[config.mk]
export PLATFORM = sky130hd
export DESIGN_NAME = nios_mul_combine
export DESIGN_NICKNAME = d
export VERILOG_FILES = /design/src/rtl/nios_mul_pkg.sv /design/src/rtl/nios_mul_stage_reg.sv /design/src/rtl/nios_mul_combine.sv
export SDC_FILE = /design/constraint.sdc
export NUM_CORES = 1
export LEC_CHECK = 0
export ABC_AREA = 1
export CORE_UTILIZATION = 40
export DETAILED_ROUTE_END_ITERATION = 6
export GPL_TIMING_DRIVEN = 0
export PLACE_DENSITY = 0.66
export SETUP_SLACK_MARGIN = 0.3
export SYNTH_ARGS = -nofsm -noshare
export SYNTH_HDL_FRONTEND = slang
export SYNTH_SLANG_ARGS = --single-unit
[constraint.sdc]
create_clock -name clk -period 10.4 [get_ports clk]
set_clock_uncertainty 0.15 [all_clocks]
set_input_delay 3.12 -clock clk [delete_from_list [all_inputs] [get_ports clk]]
set_output_delay 3.12 -clock clk [all_outputs]
set_load 0.02 [all_outputs]
[src/rtl/nios_mul_pkg.sv]
// Shared types and constants for the multiplier combine stage.
// Build option MUL_COMBINE_FULL64_EN is consumed by nios_mul_combine.
package nios_mul_pkg;

  localparam int DATA_W = 32;
  localparam int PP_W   = 32;
  localparam int MID_W  = 34;

  typedef enum logic [1:0] {
    MUL_LO = 2'd0,
    MULXUU = 2'd1,
    MULXSU = 2'd2,
    MULXSS = 2'd3
  } mul_op_t;

  // Stage A payload: folded middle partials plus the untouched outer partials.
  typedef struct packed {
    logic [MID_W-1:0] mid;
    logic [PP_W-1:0]  p1;
    logic [PP_W-1:0]  p4;
    logic             p4_signed;
    mul_op_t          op;
  } stage_a_t;

  function automatic logic op_src1_signed(input mul_op_t op);
    return (op == MULXSU) || (op == MULXSS);
  endfunction

  function automatic logic op_src2_signed(input mul_op_t op);
    return (op == MULXSS);
  endfunction

endpackage

[src/rtl/nios_mul_stage_reg.sv]
// Generic valid/ready pipeline register; data only loads on an accepted beat.
module nios_mul_stage_reg #(
  parameter int W = 32
) (
  input  logic         clk,
  input  logic         reset_n,
  input  logic         in_valid,
  output logic         in_ready,
  input  logic [W-1:0] in_data,
  output logic         out_valid,
  input  logic         out_ready,
  output logic [W-1:0] out_data
);

  logic         valid_d;
  logic         valid_q;
  logic [W-1:0] data_d;
  logic [W-1:0] data_q;
  logic         load_s;

  // Next-state: load on accept, drain on downstream take, otherwise hold.
  always_comb begin
    in_ready = ~valid_q | out_ready;
    load_s   = in_valid & in_ready;
    if (load_s) begin
      valid_d = 1'b1;
      data_d  = in_data;
    end else if (out_ready) begin
      valid_d = 1'b0;
      data_d  = data_q;
    end else begin
      valid_d = valid_q;
      data_d  = data_q;
    end
  end

  // State registers with synchronous active-low reset.
  always_ff @(posedge clk) begin
    if (!reset_n) begin
      valid_q <= 1'b0;
      data_q  <= {W{1'b0}};
    end else begin
      valid_q <= valid_d;
      data_q  <= data_d;
    end
  end

  assign out_valid = valid_q;
  assign out_data  = data_q;

endmodule

[src/rtl/nios_mul_combine.sv]
// Combines four 16x16 partial products into the 32-bit MUL/MULX result (2-stage pipe).
// Define MUL_COMBINE_FULL64_EN to expose the registered high word on out_result_hi.
module nios_mul_combine
  import nios_mul_pkg::*;
#(
  parameter int DATA_W = 32,
  parameter int PP_W   = 32
) (
  input  logic        clk,
  input  logic        reset_n,
  input  logic        in_valid,
  output logic        in_ready,
  input  logic [1:0]  in_op,
  input  logic [31:0] in_p1,
  input  logic [31:0] in_p2,
  input  logic [31:0] in_p3,
  input  logic [31:0] in_p4,
  output logic        out_valid,
  input  logic        out_ready,
`ifdef MUL_COMBINE_FULL64_EN
  output logic [31:0] out_result_hi,
`endif
  output logic [31:0] out_result
);

  if ((DATA_W != 32) || (PP_W != DATA_W)) begin : g_param_check
    $error("nios_mul_combine: only DATA_W = PP_W = 32 is supported");
  end

`ifdef MUL_COMBINE_FULL64_EN
  localparam int B_W = 64;
`else
  localparam int B_W = 32;
`endif

  mul_op_t        op_s;
  logic           s1_s;
  logic           s2_s;
  stage_a_t       a_in_s;
  stage_a_t       a_out_s;
  logic           a_valid_s;
  logic           b_ready_s;
  logic [63:0]    p4_ext_s;
  logic [63:0]    full_s;
  logic [31:0]    res_lo_s;
  logic [B_W-1:0] b_in_s;
  logic [B_W-1:0] b_out_s;

  // Stage A: fold the two cross partials into one 34-bit middle term.
  always_comb begin
    op_s             = mul_op_t'(in_op);
    s1_s             = op_src1_signed(op_s);
    s2_s             = op_src2_signed(op_s);
    a_in_s.mid       = {{2{s2_s & in_p2[31]}}, in_p2} + {{2{s1_s & in_p3[31]}}, in_p3};
    a_in_s.p1        = in_p1;
    a_in_s.p4        = in_p4;
    a_in_s.p4_signed = s1_s | s2_s;
    a_in_s.op        = op_s;
  end

  nios_mul_stage_reg #(
    .W($bits(stage_a_t))
  ) u_stage_a (
    .clk      (clk),
    .reset_n  (reset_n),
    .in_valid (in_valid),
    .in_ready (in_ready),
    .in_data  (a_in_s),
    .out_valid(a_valid_s),
    .out_ready(b_ready_s),
    .out_data (a_out_s)
  );

  // Stage B: assemble the 64-bit product; p4's extension bits fall off the top mod 2^64.
  always_comb begin
    p4_ext_s = {{32{a_out_s.p4_signed & a_out_s.p4[31]}}, a_out_s.p4};
    full_s   = {32'h0000_0000, a_out_s.p1}
             + {{14{a_out_s.mid[33]}}, a_out_s.mid, 16'h0000}
             + (p4_ext_s << 6'd32);
    case (a_out_s.op)
      MUL_LO:                 res_lo_s = full_s[31:0];
      MULXUU, MULXSU, MULXSS: res_lo_s = full_s[63:32];
      default:                res_lo_s = full_s[31:0];
    endcase
  end

`ifdef MUL_COMBINE_FULL64_EN
  assign b_in_s        = {full_s[63:32], res_lo_s};
  assign out_result    = b_out_s[31:0];
  assign out_result_hi = b_out_s[63:32];
`else
  assign b_in_s        = res_lo_s;
  assign out_result    = b_out_s;
`endif

  nios_mul_stage_reg #(
    .W(B_W)
  ) u_stage_b (
    .clk      (clk),
    .reset_n  (reset_n),
    .in_valid (a_valid_s),
    .in_ready (b_ready_s),
    .in_data  (b_in_s),
    .out_valid(out_valid),
    .out_ready(out_ready),
    .out_data (b_out_s)
  );

endmodule

==> results.json, run 1 <==
{
  "tns_ns": 0,
  "hp-start": "u_stage_a.out_data[41]$_SDFFE_PN0P_",
  "placed_area_um2": 12500,
  "clk_path_buf_depth": 2,
  "finalCriticalPeriod_ns": 7.64,
  "syn_avg_cell_area_um2": 6.29,
  "layout-drive-gt1-share": 0.0421,
  "cts_buffers": 17,
  "cts_htree_levels": 4,
  "stdcell_area_um2": 13100,
  "clk-insertion-delay-late_ns": 0.43,
  "fin_nets": 2061,
  "synth-seq-cells": 134,
  "final_cell_mix": "309 x nand2_1, 248 x nor2_1, 210 x inv_1, 177 x a21oi_1, 167 x clkdlybuf4s50_1",
  "synth-edff-count": 0,
  "cp_max_fo": 3,
  "final_common_cell": "nand2_1",
  "crit_chain": "clkdlybuf4s50_1, inv_1, nand3_1, clkdlybuf4s50_1",
  "hold_buffers": 0,
  "status": "complete, no violations",
  "area_growth_syn_to_layout_pct": 25.7,
  "worst-slew-pin-transition_ns": 0.761,
  "numPortBuffers": 167,
  "synthDistinctLibCells": 41,
  "numClockSinks": 134,
  "final_cell_count_no_fill": 2183,
  "die_area_um2": 26700,
  "p_clk_frac": 0.359,
  "cp.arrival_ns": 4.37,
  "overflow": 0,
  "hold_path.class": "reg2reg",
  "slew_headroom": 0.493,
  "p_int_w": 0.00111,
  "start_util": 0.411,
  "synth.net_count": 1875,
  "drc": 0,
  "comb_power_share": 0.301,
  "die_y_um": 163,
  "yosys-top-cells-area": "dfxtp_1 26%, nand2_1 11%, ha_1 10%",
  "hold_viol": 0,
  "vias_per_cell": 5.19,
  "crit_slowest_cell": "clkdlybuf4s50_1",
  "yosysSeqAreaShare": 0.258,
  "clk_pin_slew_worst_paths_ns": 0.06,
  "ir_drop_v": 0.000108,
  "synth_cells": 1654,
  "slowest_delay_ns": 0.62,
  "startpoint": "out_ready",
  "grt_max_degree": 17,
  "min_period_over_period": 0.735,
  "yosysTopAreaCellShare": 0.258,
  "finalMaxSlewViolations": 0,
  "synthArstFlopShare": 0,
  "wl_per_cell_um": 16.5,
  "pwr-share-seq": 0.340,
  "grt_pass1_wl_um": 56500,
  "ant_nets": 0,
  "maxCapViolations": 0,
  "drtIter0Drc": 884,
  "pin_count": 168,
  "antenna_found_initial": 2,
  "cts_tree": "built",
  "yosysTopAreaCell": "dfxtp_1",
  "postCtsSetupRepairBufs": 0,
  "grt_pass1_vias": 10700,
  "whs_ns": 0.308,
  "root_buffer": "clkbuf_16",
  "worstPathRequired_ns": 7.13,
  "setup.worst_path.end_class": "output port",
  "critical_path_class": "in2out",
  "leakagePower_nw": 6.18,
  "place_hpwl_um": 29900,
  "worstReg2RegStart": "u_stage_a.out_data[67]$_SDFFE_PN0P_",
  "dieWidth_um": 163,
  "gp_congestion": 0.962,
  "fmax_ghz": 0.131,
  "p_switching_w": 0.000612,
  "synth_area_um2": 10400,
  "dp_cells": 2151,
  "wl_um": 36100,
  "core-area_um2": 25300,
  "fill_cells": 2603,
  "setup_viol": 0,
  "track_usage": 0.275,
  "cts_resized": 0,
  "cp_common_cell": "clkdlybuf4s50_1",
  "swShare": 0.354,
  "antenna_cells": 0,
  "first_pass_iters": 5,
  "start_kind": "input pin",
  "via_count": 11300,
  "synth_ff_type": "dfxtp_1",
  "yosysWarnings": 0,
  "p_per_area_nw_per_um2": 132,
  "num_rows": 58,
  "rsz0062_at_grt": "false"
}
## cells in the mapped netlist, drive strengths merged, types with 2 or more instances
cell type / number
fa: 3
nor3: 20
a21boi: 2
nand2: 319
nor3b: 2
xor2: 37
a21oi: 186
inv: 210
o21ai: 180
o21bai: 13
a21o: 9
xnor2: 6
nand3b: 4
clkbuf: 34
nor4: 6
o221ai: 2
nand3: 95
ha: 84
a31oi: 2
nor2: 252
buf: 13
dfxtp: 134
or2: 2
o211ai: 7
nand4: 24
o21a: 5
## worst paths after layout
path | cells past startpoint | to | slack [ns]
setup / recovery | 4 | in_ready | 2.76
hold / removal | 2 | u_stage_a.out_data[41]$_SDFFE_PN0P_ | 0.31
setup reg to reg | 22 | u_stage_b.out_data[31]$_SDFFE_PN0P_ | 6.25
hold reg to reg | 2 | u_stage_a.out_data[41]$_SDFFE_PN0P_ | 0.31
## kinds of logic after synthesis
kind of cell | synth area share
AO/OA/AOI/OAI | 0.212
adder cells (fa/ha/maj) | 0.107
flip-flops | 0.258
buffers and inverters | 0.0939
XOR/XNOR | 0.0362
AND/OR/NAND/NOR | 0.294
## worst max-delay path, delay by kind of cell
| family | cells | cell delay [ns] |
|---|---|---|
| and+or+nand+nor | 1 | 0.11 |
| buffers and inverters | 3 | 1.13 |
## power by group through the flow
| stage | clock [W] | combinational, W | sequential (W) |
|---|---|---|---|
| floorplan | 0 | 0.000313 | 0.000597 |
| global placement | 0 | 0.000510 | 0.000596 |
| detailed placement | 0 | 0.000513 | 0.000597 |
| CTS | 0.000626 | 0.000516 | 0.000586 |
| global route | 0.000648 | 0.000579 | 0.000591 |
| finish | 0.000619 | 0.000520 | 0.000586 |
## sequential cells by signal, summed over array words and instances, names as in the netlist
register and flops:
u_stage_a.out_data 100, u_stage_a.out_valid 1, u_stage_b.out_data 32, u_stage_b.out_valid 1
## through the flow
step	worst slack, ns	util	total power (W)
final	2.76	0.517	0.00173
after global routing	2.71	0.517	0.00182
after CTS	2.76	0.517	0.00173
after global placement	2.77	0.493	0.00111
after detailed placement	2.77	0.493	0.00111
after floorplan	3.76	-	0.000910
## area by class of cell
class | instances | area (µm²) | area share
tap | 330 | 413 | 0.0316
sequential | 134 | 2680 | 0.205
clock buffer | 17 | 425 | 0.0325
timing repair buffer | 167 | 1670 | 0.128
multi-input combinational | 1263 | 6750 | 0.516
buffer | 47 | 189 | 0.0144
inverter | 210 | 788 | 0.0602
clock inverter | 15 | 169 | 0.0129
## metal layers
layer | up-vias | GRT usage | part of all wire | wire, µm
met3 | 69 | 0.0282 | 0.043 | 1560
met4 | 4 | 0.128 | 0.040 | 1450
met2 | 346 | 0.463 | 0.46 | 16600
met1 | 5085 | 0.349 | 0.46 | 16400
met5 | - | 0 | 0.00078 | 28
li1 | 5832 | - | - | -
Power figures use the tool's default switching activity.
==> run 2: changes to the inputs <==
==> constraint.sdc (replaced) <==
create_clock -name clk -period 7.86 [get_ports clk]
set_clock_uncertainty 0.15 [all_clocks]
set_input_delay 2.358 -clock clk [delete_from_list [all_inputs] [get_ports clk]]
set_output_delay 2.358 -clock clk [all_outputs]
set_load 0.02 [all_outputs]
==> results of run 2 <==
Same layout as run 1 (identical final DEF). Status: complete, no violations.
Among the figures that moved: setup slack after placement 2.77 ns -> 1.75 ns; setup slack after layout 2.76 ns -> 1.74 ns; register-to-register setup slack 6.25 ns -> 3.71 ns; total power 0.00173 W -> 0.00228 W; worst IR drop on VDD 0.000108 V -> 0.000142 V
